File: src/rtl/axil_req_arbiter.sv
// Two-requester round-robin arbiter in front of a single AXI-Lite master port.
// Optional AXIL_ARB_TIMEOUT_EN adds a 16-cycle per-phase watchdog that completes with resp=4.
//
// state     | meaning
// S_IDLE    | waiting for a request; arbitrate and latch payload
// S_WR_REQ  | awvalid/wvalid outstanding, each drops on its own handshake
// S_WR_RESP | bready high, waiting for bvalid
// S_RD_REQ  | arvalid outstanding
// S_RD_RESP | rready high, waiting for rvalid
// S_DONE    | one-cycle done pulse to the granted requester
module axil_req_arbiter #(
  parameter int DATA_WIDTH = 32,
  parameter int ADDR_WIDTH = 8,
  parameter int RESP_WIDTH = 3
) (
  input  logic                    axi_aclk,
  input  logic                    axi_areset,
  input  logic                    r0_req,
  input  logic                    r0_we,
  input  logic [ADDR_WIDTH-1:0]   r0_addr,
  input  logic [DATA_WIDTH-1:0]   r0_wdata,
  input  logic [DATA_WIDTH/8-1:0] r0_wstrb,
  output logic                    r0_done,
  output logic [DATA_WIDTH-1:0]   r0_rdata,
  output logic [RESP_WIDTH-1:0]   r0_resp,
  input  logic                    r1_req,
  input  logic                    r1_we,
  input  logic [ADDR_WIDTH-1:0]   r1_addr,
  input  logic [DATA_WIDTH-1:0]   r1_wdata,
  input  logic [DATA_WIDTH/8-1:0] r1_wstrb,
  output logic                    r1_done,
  output logic [DATA_WIDTH-1:0]   r1_rdata,
  output logic [RESP_WIDTH-1:0]   r1_resp,
  output logic [ADDR_WIDTH-1:0]   m_axi_awaddr,
  output logic                    m_axi_awvalid,
  input  logic                    m_axi_awready,
  output logic [DATA_WIDTH-1:0]   m_axi_wdata,
  output logic [DATA_WIDTH/8-1:0] m_axi_wstrb,
  output logic                    m_axi_wvalid,
  input  logic                    m_axi_wready,
  input  logic [RESP_WIDTH-1:0]   m_axi_bresp,
  input  logic                    m_axi_bvalid,
  output logic                    m_axi_bready,
  output logic [ADDR_WIDTH-1:0]   m_axi_araddr,
  output logic                    m_axi_arvalid,
  input  logic                    m_axi_arready,
  input  logic [DATA_WIDTH-1:0]   m_axi_rdata,
  input  logic [RESP_WIDTH-1:0]   m_axi_rresp,
  input  logic                    m_axi_rvalid,
  output logic                    m_axi_rready
);

  localparam int STRB_WIDTH = DATA_WIDTH / 8;
  localparam logic [RESP_WIDTH-1:0] RESP_TIMEOUT = RESP_WIDTH'(4);

  typedef enum logic [2:0] {
    S_IDLE, S_WR_REQ, S_WR_RESP, S_RD_REQ, S_RD_RESP, S_DONE
  } state_t;

  state_t                  state, state_nxt;
  logic                    grant, grant_nxt;
  logic                    last_gnt, last_gnt_nxt;
  logic                    we_sel;
  logic [ADDR_WIDTH-1:0]   addr_q, addr_nxt;
  logic [DATA_WIDTH-1:0]   wdata_q, wdata_nxt;
  logic [STRB_WIDTH-1:0]   wstrb_q, wstrb_nxt;
  logic                    awvalid_q, awvalid_nxt, wvalid_q, wvalid_nxt;
  logic                    bready_q, bready_nxt, arvalid_q, arvalid_nxt;
  logic                    rready_q, rready_nxt;
  logic [1:0]              done_q, done_nxt;
  logic [DATA_WIDTH-1:0]   rdata_q, rdata_nxt;
  logic [RESP_WIDTH-1:0]   resp_q, resp_nxt;
  logic                    tmo_hit;

`ifdef AXIL_ARB_TIMEOUT_EN
  localparam logic [3:0] TMO_LOAD = 4'd15;
  logic [3:0] tmo_cnt, tmo_cnt_nxt;

  assign tmo_hit = (state inside {S_WR_REQ, S_WR_RESP, S_RD_REQ, S_RD_RESP}) && (tmo_cnt == 4'd0);

  always_comb begin
    tmo_cnt_nxt = tmo_cnt;
    if (state_nxt != state)    tmo_cnt_nxt = TMO_LOAD;
    else if (tmo_cnt != 4'd0)  tmo_cnt_nxt = tmo_cnt - 4'd1;
  end

  always_ff @(posedge axi_aclk or posedge axi_areset) begin
    if (axi_areset) tmo_cnt <= TMO_LOAD;
    else            tmo_cnt <= tmo_cnt_nxt;
  end
`else
  assign tmo_hit = 1'b0;
`endif

  always_comb begin
    state_nxt    = state;
    grant_nxt    = grant;
    last_gnt_nxt = last_gnt;
    we_sel       = 1'b0;
    addr_nxt     = addr_q;
    wdata_nxt    = wdata_q;
    wstrb_nxt    = wstrb_q;
    awvalid_nxt  = awvalid_q;
    wvalid_nxt   = wvalid_q;
    bready_nxt   = bready_q;
    arvalid_nxt  = arvalid_q;
    rready_nxt   = rready_q;
    done_nxt     = 2'b00;
    rdata_nxt    = rdata_q;
    resp_nxt     = resp_q;
    case (state)
      S_IDLE: begin
        if (r0_req || r1_req) begin
          // last_gnt=1 means r1 was served last, so r0 wins a tie
          grant_nxt    = (r0_req && r1_req) ? ~last_gnt : r1_req;
          last_gnt_nxt = grant_nxt;
          we_sel       = grant_nxt ? r1_we : r0_we;
          addr_nxt     = grant_nxt ? r1_addr : r0_addr;
          wdata_nxt    = grant_nxt ? r1_wdata : r0_wdata;
          wstrb_nxt    = grant_nxt ? r1_wstrb : r0_wstrb;
          if (we_sel) begin
            state_nxt   = S_WR_REQ;
            awvalid_nxt = 1'b1;
            wvalid_nxt  = 1'b1;
          end else begin
            state_nxt   = S_RD_REQ;
            arvalid_nxt = 1'b1;
          end
        end
      end
      S_WR_REQ: begin
        awvalid_nxt = awvalid_q && !m_axi_awready;
        wvalid_nxt  = wvalid_q && !m_axi_wready;
        if (!awvalid_nxt && !wvalid_nxt) begin
          state_nxt  = S_WR_RESP;
          bready_nxt = 1'b1;
        end
      end
      S_WR_RESP: begin
        if (m_axi_bvalid) begin
          bready_nxt = 1'b0;
          resp_nxt   = m_axi_bresp;
          rdata_nxt  = '0;
          done_nxt   = grant ? 2'b10 : 2'b01;
          state_nxt  = S_DONE;
        end
      end
      S_RD_REQ: begin
        if (m_axi_arready) begin
          arvalid_nxt = 1'b0;
          rready_nxt  = 1'b1;
          state_nxt   = S_RD_RESP;
        end
      end
      S_RD_RESP: begin
        if (m_axi_rvalid) begin
          rready_nxt = 1'b0;
          resp_nxt   = m_axi_rresp;
          rdata_nxt  = m_axi_rdata;
          done_nxt   = grant ? 2'b10 : 2'b01;
          state_nxt  = S_DONE;
        end
      end
      S_DONE:  state_nxt = S_IDLE;
      default: state_nxt = S_IDLE;
    endcase
    // a phase that makes progress on its final cycle completes normally
    if (tmo_hit && (state_nxt == state)) begin
      awvalid_nxt = 1'b0;
      wvalid_nxt  = 1'b0;
      bready_nxt  = 1'b0;
      arvalid_nxt = 1'b0;
      rready_nxt  = 1'b0;
      rdata_nxt   = '0;
      resp_nxt    = RESP_TIMEOUT;
      done_nxt    = grant ? 2'b10 : 2'b01;
      state_nxt   = S_DONE;
    end
  end

  always_ff @(posedge axi_aclk or posedge axi_areset) begin
    if (axi_areset) begin
      state     <= S_IDLE;
      grant     <= 1'b0;
      last_gnt  <= 1'b1;
      addr_q    <= '0;
      wdata_q   <= '0;
      wstrb_q   <= '0;
      awvalid_q <= 1'b0;
      wvalid_q  <= 1'b0;
      bready_q  <= 1'b0;
      arvalid_q <= 1'b0;
      rready_q  <= 1'b0;
      done_q    <= 2'b00;
      rdata_q   <= '0;
      resp_q    <= '0;
    end else begin
      state     <= state_nxt;
      grant     <= grant_nxt;
      last_gnt  <= last_gnt_nxt;
      addr_q    <= addr_nxt;
      wdata_q   <= wdata_nxt;
      wstrb_q   <= wstrb_nxt;
      awvalid_q <= awvalid_nxt;
      wvalid_q  <= wvalid_nxt;
      bready_q  <= bready_nxt;
      arvalid_q <= arvalid_nxt;
      rready_q  <= rready_nxt;
      done_q    <= done_nxt;
      rdata_q   <= rdata_nxt;
      resp_q    <= resp_nxt;
    end
  end

  assign m_axi_awaddr  = addr_q;
  assign m_axi_araddr  = addr_q;
  assign m_axi_wdata   = wdata_q;
  assign m_axi_wstrb   = wstrb_q;
  assign m_axi_awvalid = awvalid_q;
  assign m_axi_wvalid  = wvalid_q;
  assign m_axi_bready  = bready_q;
  assign m_axi_arvalid = arvalid_q;
  assign m_axi_rready  = rready_q;
  assign r0_done       = done_q[0];
  assign r1_done       = done_q[1];
  assign r0_rdata      = rdata_q;
  assign r1_rdata      = rdata_q;
  assign r0_resp       = resp_q;
  assign r1_resp       = resp_q;

endmodule

File: config.mk
export PLATFORM = sky130hd
export DESIGN_NAME = axil_req_arbiter
export DESIGN_NICKNAME = d
export VERILOG_FILES = /design/src/rtl/axil_req_arbiter.sv
export SDC_FILE = /design/constraint.sdc
export NUM_CORES = 1
export LEC_CHECK = 0
export ABC_AREA = 1
export CAP_MARGIN = 20
export CORE_MARGIN = 4
export CORE_UTILIZATION = 35
export CTS_BUF_LIST = sky130_fd_sc_hd__clkbuf_4 sky130_fd_sc_hd__clkbuf_8
export CTS_CLUSTER_DIAMETER = 50
export DETAILED_ROUTE_END_ITERATION = 8
export PLACE_DENSITY_LB_ADDON = 0.2
export SETUP_SLACK_MARGIN = 0.02
export SYNTH_ARGS = -nofsm -noshare
export SYNTH_HDL_FRONTEND = slang
export SYNTH_SLANG_ARGS = --single-unit
File: constraint.sdc
create_clock -name axi_aclk -period 3 [get_ports axi_aclk]
set_clock_uncertainty 0.2 [all_clocks]
set_input_delay 0.45 -clock axi_aclk [delete_from_list [all_inputs] [get_ports axi_aclk]]
set_output_delay 0.45 -clock axi_aclk [all_outputs]
set_load 0.02 [all_outputs]
==> results.yml, run 1 <==
detailed_routing:
  wirelength_um: 14600
  drt_pass1_iterations: 4
  routed-via-count: 4525
  routedWlPerCell_um: 15.8
  final_antenna_net_count: 0
  routed_via_density: 4.91
  drcViolationCount: 0
  drt_iter0_drc: 355
cells_and_area:
  diodes: 0
  syn_to_final_growth_pct: 57.6
  finalNonFillerCells: 922
  nets: 883
  drive_gt1_share_pct: 4.67
  final-seq-area_mm2: 0.00228
  fillers: 1162
  multiInputGateArea_mm2: 0.00165
floorplanning:
  die_h_um: 122
  rows: 41
  die_w_um: 122
  coreArea_mm2: 0.0127
  design.die.area_mm2: 0.0148
  initial_core_util_pct: 35.8
  ioPinCount: 266
clock_network:
  clk_path_buf_depth: 2
  postCtsResizedCells: 0
  cts_buffers: 9
  cts_setup_buffers: 0
  cts.clk_slew.worst_paths_ns: 0.09
  ctsHoldBuffers: 0
  clock-root-buffer: "clkbuf_8"
  cts.sinks: 91
  clk_latency_ns: 0.35
  htreeDepth: 3
  cts_tree: "built"
sta:
  finalSetupViolCount: 0
  fin_setup_tns_ns: 0
  rsz0062_at_grt: "no"
  report.final.slew_viol_count: 0
  hold_viol: 0
  tightest_slew_ns: 0.676
  relSlewSlack_pct: 54.9
  layout_min_cycle_time_ns: 2.28
  fin_crit_sh_pct: 76.1
  max_freq_mhz: 438
pwr:
  power.static_leakage_nw: 3.11
  powerDensity_mw_per_mm2: 1000
  power_mw: 7.18
  vdd_drop_max_mv: 0.411
worst_setup_path:
  worst-endpoint-arrival_ns: 2.38
  critPathRequiredTime_ns: 3.09
  start_kind: "register"
  end_kind: "register"
  worstSetupPathType: "reg2reg"
  cp_max_fo: 37
grt:
  grt_pass1_wl_um: 22900
  grt_pass1_vias: 4515
  grt_max_degree: 92
  grt_use_total_pct: 19.2
  gr-total-overflow: 0
  antenna_found_initial: 0
synth:
  yosysWarnings: 0
  syn-cell-area_mm2: 0.00453
  synth_seq_cells: 91
  avgSynthCellArea_um2: 8.35
  ys_seq_area_share_pct: 50.3
  synth_nets: 680
  syn_inst: 543
  synth.distinct_cells: 24
placed_design:
  dp.final_hpwl_um: 10500
  port_buffers: 265
  placed_cells: 907
  routabilityCongestion: 0.788
outcome:
  outcome: "finished clean"
flow_run:
  max_cap_violations: 0
worst_hold_path:
  min_path_type: "reg2reg"
[worst paths after layout]
check                            from               to  slack, ns  cells past startpoint
setup / recovery             state[0]     r0_rdata[24]       0.72                      8
hold / removal                  grant        done_q[0]       0.23                      1
setup reg to reg             state[0]     r0_rdata[24]       0.72                      8
hold reg to reg                 grant        done_q[0]       0.23                      1
max in group asynchronous  axi_areset         last_gnt       1.80                      3
min in group asynchronous  axi_areset  m_axi_wdata[11]       0.35                      3
[cells in the final DEF (no fill, tap or decap), drive strengths merged]
cell type / Yosys / layout
clkinv: 1 / 1
inv: 21 / 20
clkdlybuf4s50: 0 / 265
nand3b: 1 / 1
o21ai: 137 / 137
dfrtp: 90 / 90
clkinvlp: 0 / 1
a21oi: 5 / 5
buf: 61 / 3
or2: 3 / 3
nor2: 58 / 58
bufinv: 0 / 1
clkbuf: 15 / 14
nand2: 106 / 106
dfstp: 1 / 1
o211ai: 4 / 4
nand3: 40 / 40
[worst max-delay path: stages (launching register included)]
cell and delay [ns]:
dfrtp_1 0.55, nor2_4 0.08, nand2_4 0.12, clkinv_4 0.24, nand2_2 0.17, nand2_4 0.24, inv_4 0.39, nand2_1 0.12
nand2_1 0.08
[registers in the layout (all words and copies together), names as in the netlist]
| register | cells |
|---|---|
| done_q | 2 |
| grant | 1 |
| last_gnt | 1 |
| m_axi_araddr | 8 |
| m_axi_arvalid | 1 |
| m_axi_awvalid | 1 |
| m_axi_bready | 1 |
| m_axi_rready | 1 |
| m_axi_wdata | 32 |
| m_axi_wstrb | 4 |
| m_axi_wvalid | 1 |
| r0_rdata | 32 |
| r0_resp | 3 |
| state | 3 |
[cells by family (layout without fill, tap and decap cells)]
kind of cell	after synthesis	count (layout)	synth area share, %
flip-flops	91	91	50.3
AND/OR/NAND/NOR	208	208	19.9
AO/OA/AOI/OAI	146	146	16.3
buffers and inverters	98	305	13.5
[synth_stat cells (all sizes together)]
cell type / number / area (µm²)
nand3b: 1 / 7.51
dfstp: 1 / 26.3
clkbuf: 15 / 56.3
o21ai: 137 / 686
o211ai: 4 / 30.0
inv: 21 / 81.3
nor2: 58 / 249
nand3: 40 / 200
nand2: 106 / 425
dfrtp: 90 / 2250
buf: 61 / 465
or2: 3 / 18.8
clkinv: 1 / 8.76
a21oi: 5 / 25.0
[metal layers]
metal / up-vias / GRT usage (%) / routed length [µm] / part of all wire, %
met2: 221 / 31.8 / 7010 / 48
met4: 0 / 5.11 / 187 / 1.3
met3: 14 / 6.87 / 1550 / 11
li1: 2143 / - / - / -
met5: - / 0 / 0 / 0
met1: 2147 / 23.8 / 5810 / 40
[cell type report]
| type | instances | share of cell area (%) |
|---|---|---|
| Timing Repair Buffer | 268 | 37.6 |
| Sequential cell | 91 | 31.9 |
| Multi-Input combinational cell | 354 | 23.1 |
| Tap cell | 172 | 3.01 |
| Clock buffer | 14 | 2.61 |
| Inverter | 22 | 1.31 |
| Clock inverter | 1 | 0.421 |
[per-stage QoR]
step,instance area [µm²],hold slack (ns),setup WS [ns],utilization (%)
after CTS,7140,0.233,0.693,56.4
after global placement,6920,0.212,0.669,54.6
after global routing,7140,0.252,0.512,56.4
final,7140,0.231,0.716,56.4
after detailed placement,6920,0.221,0.575,54.6
after floorplan,4540,0.202,1.29,-
[power by group]
part           internal [mW]  switching (mW)
Combinational           1.82            2.26
Sequential              1.78           0.404
Clock                  0.483           0.427
Total                   4.08            3.09
No activity file was read; power rests on OpenSTA's default activity.
==> run 2, diff against run 1 <==
--- a/config.mk
+++ b/config.mk
@@ -8,7 +8,7 @@
 export ABC_AREA = 1
 export CAP_MARGIN = 20
 export CORE_MARGIN = 4
-export CORE_UTILIZATION = 35
+export CORE_UTILIZATION = 39
 export CTS_BUF_LIST = sky130_fd_sc_hd__clkbuf_4 sky130_fd_sc_hd__clkbuf_8
 export CTS_CLUSTER_DIAMETER = 50
 export DETAILED_ROUTE_END_ITERATION = 8
==> constraint.sdc (replaced) <==
create_clock -name axi_aclk -period 2.35 [get_ports axi_aclk]
set_clock_uncertainty 0.2 [all_clocks]
set_input_delay 0.3525 -clock axi_aclk [delete_from_list [all_inputs] [get_ports axi_aclk]]
set_output_delay 0.3525 -clock axi_aclk [all_outputs]
set_load 0.02 [all_outputs]
==> results.yml, run 2 (synthesis results as in run 1) <==
outcome:
  outcome: "finished clean"
worst_setup_path:
  worst-endpoint-arrival_ns: 1.39
  critPathRequiredTime_ns: 1.80
  cp_slowest_cell: "clkdlybuf4s50_1"
  cpLargestDelayFamily: "buffers and inverters"
  start_kind: "register"
  end_kind: "primary output"
  cpPeakStageDelay_ns: 0.65
  worst-path-buf-inv: 1
  worstSetupPathType: "reg2out"
  path_cells: "clkdlybuf4s50_1"
  cp_max_fo: 4
pwr:
  combPwrFrac_pct: 56.6
  p_switching_mw: 3.94
  intPower_mw: 5.39
  vdd_drop_max_mv: 0.631
  p_sw_share_pct: 42.2
  p_seq_share_pct: 29.6
  powerDensity_mw_per_mm2: 1300
  power.static_leakage_nw: 3.15
  pwr-share-clk_pct: 13.8
  power_mw: 9.32
cells_and_area:
  nets: 887
  diodes: 0
  final_cell_mix: "clkdlybuf4s50_1 (265), nand2_1 (101), dfrtp_1 (90), o21ai_0 (85), nor2_1 (54)"
  final_common_cell: "clkdlybuf4s50_1"
  drive_gt1_share_pct: 5.30
  syn_to_final_growth_pct: 58.3
sta:
  tightest_slew_ns: 0.718
  rsz0062_at_grt: "no"
  layout_min_cycle_time_ns: 1.94
  fin_crit_sh_pct: 82.6
  finalSetupViolCount: 0
  relSlewSlack_pct: 52.0
  report.final.slew_viol_count: 0
  max_freq_mhz: 515
  fin_setup_tns_ns: 0
  hold_viol: 0
placed_design:
  routabilityCongestion: 0.782
  port_buffers: 265
  dp.final_hpwl_um: 10500
detailed_routing:
  drt_iter0_drc: 326
  final_antenna_net_count: 0
  routed_via_density: 4.98
  drt_pass1_iterations: 5
  routedWlPerCell_um: 16.1
  wirelength_um: 14400
  drcViolationCount: 0
  routed-via-count: 4474
floorplanning:
  coreArea_mm2: 0.0114
  die_w_um: 116
  rows: 39
  ioPinCount: 266
  die_h_um: 116
  design.die.area_mm2: 0.0134
  initial_core_util_pct: 39.7
flow_run:
  max_cap_violations: 0
grt:
  grt_max_degree: 92
  grt_use_total_pct: 20.8
  antenna_found_initial: 0
  grt_pass1_wl_um: 22300
  gr-total-overflow: 0
  grt_pass1_vias: 4505
clock_network:
  cts.clk_slew.worst_paths_ns: 0.09
  clock-root-buffer: "clkbuf_8"
  clk_latency_ns: 0.35
  cts.sinks: 91
  cts_setup_buffers: 0
  cts_buffers: 9
  postCtsResizedCells: 0
  htreeDepth: 3
  cts_tree: "built"
  clk_path_buf_depth: 2
  ctsHoldBuffers: 0
worst_hold_path:
  min_path_type: "reg2reg"
run 2: changes by cell type in the layout (fill, tap and decap cells not counted):
cell and change:
buf_12 +1, clkbuf_8 -3, clkinv_2 +2, bufinv_16 +2, buf_4 +3
run 2: path summary, 6_finish.rpt:
| path | from | to | slack, ns | cells past startpoint |
|---|---|---|---|---|
| max | m_axi_wvalid | m_axi_wvalid | 0.41 | 1 |
| min | grant | done_q[0] | 0.23 | 1 |
| max reg2reg | state[1] | m_axi_wstrb[3] | 0.47 | 5 |
| min reg2reg | grant | done_q[0] | 0.23 | 1 |
| max in group asynchronous | axi_areset | last_gnt | 1.28 | 3 |
| min in group asynchronous | axi_areset | m_axi_wdata[15] | 0.27 | 3 |
run 2: cell type report:
type	instances	area, µm²
multi-input cells	354	1650
repair buffers	272	2730
flip-flops and latches	91	2280
clock inverters	5	100
clock buffers	11	145
well taps	143	179
fillers	989	4240
inverters	22	93.8
run 2: power groups by stage:
stage,logic [mW],registers (mW),clock network [mW]
4_1_cts,5.34,2.77,1.32
5_1_grt,5.72,2.86,1.38
3_5_place_dp,5.33,2.80,0
6_report,5.27,2.76,1.29
3_3_place_gp,5.23,2.76,0
2_1_floorplan,2.46,3.50,0
run 2: stage by stage:
| step | area [µm²] | util [%] | setup WS [ns] | instances | hold slack [ns] |
|---|---|---|---|---|---|
| after detailed placement | 6930 | 60.7 | 0.110 | 882 | 0.214 |
| after global placement | 6930 | 60.7 | 0.214 | 882 | 0.222 |
| final | 7180 | 62.8 | 0.410 | 898 | 0.229 |
| after CTS | 7180 | 62.8 | 0.380 | 898 | 0.230 |
| after global routing | 7180 | 62.8 | 0.298 | 898 | 0.240 |
| after floorplan | 4540 | - | 0.735 | 543 | 0.202 |
run 2: routing by layer:
layer | GRT usage (%) | part of all wire [%] | vias to the layer above
met5 | 0 | 0 | -
met1 | 24.7 | 38 | 2087
met3 | 7.31 | 11 | 16
li1 | - | - | 2151
met4 | 6.57 | 1.3 | 0
met2 | 35.5 | 50 | 220
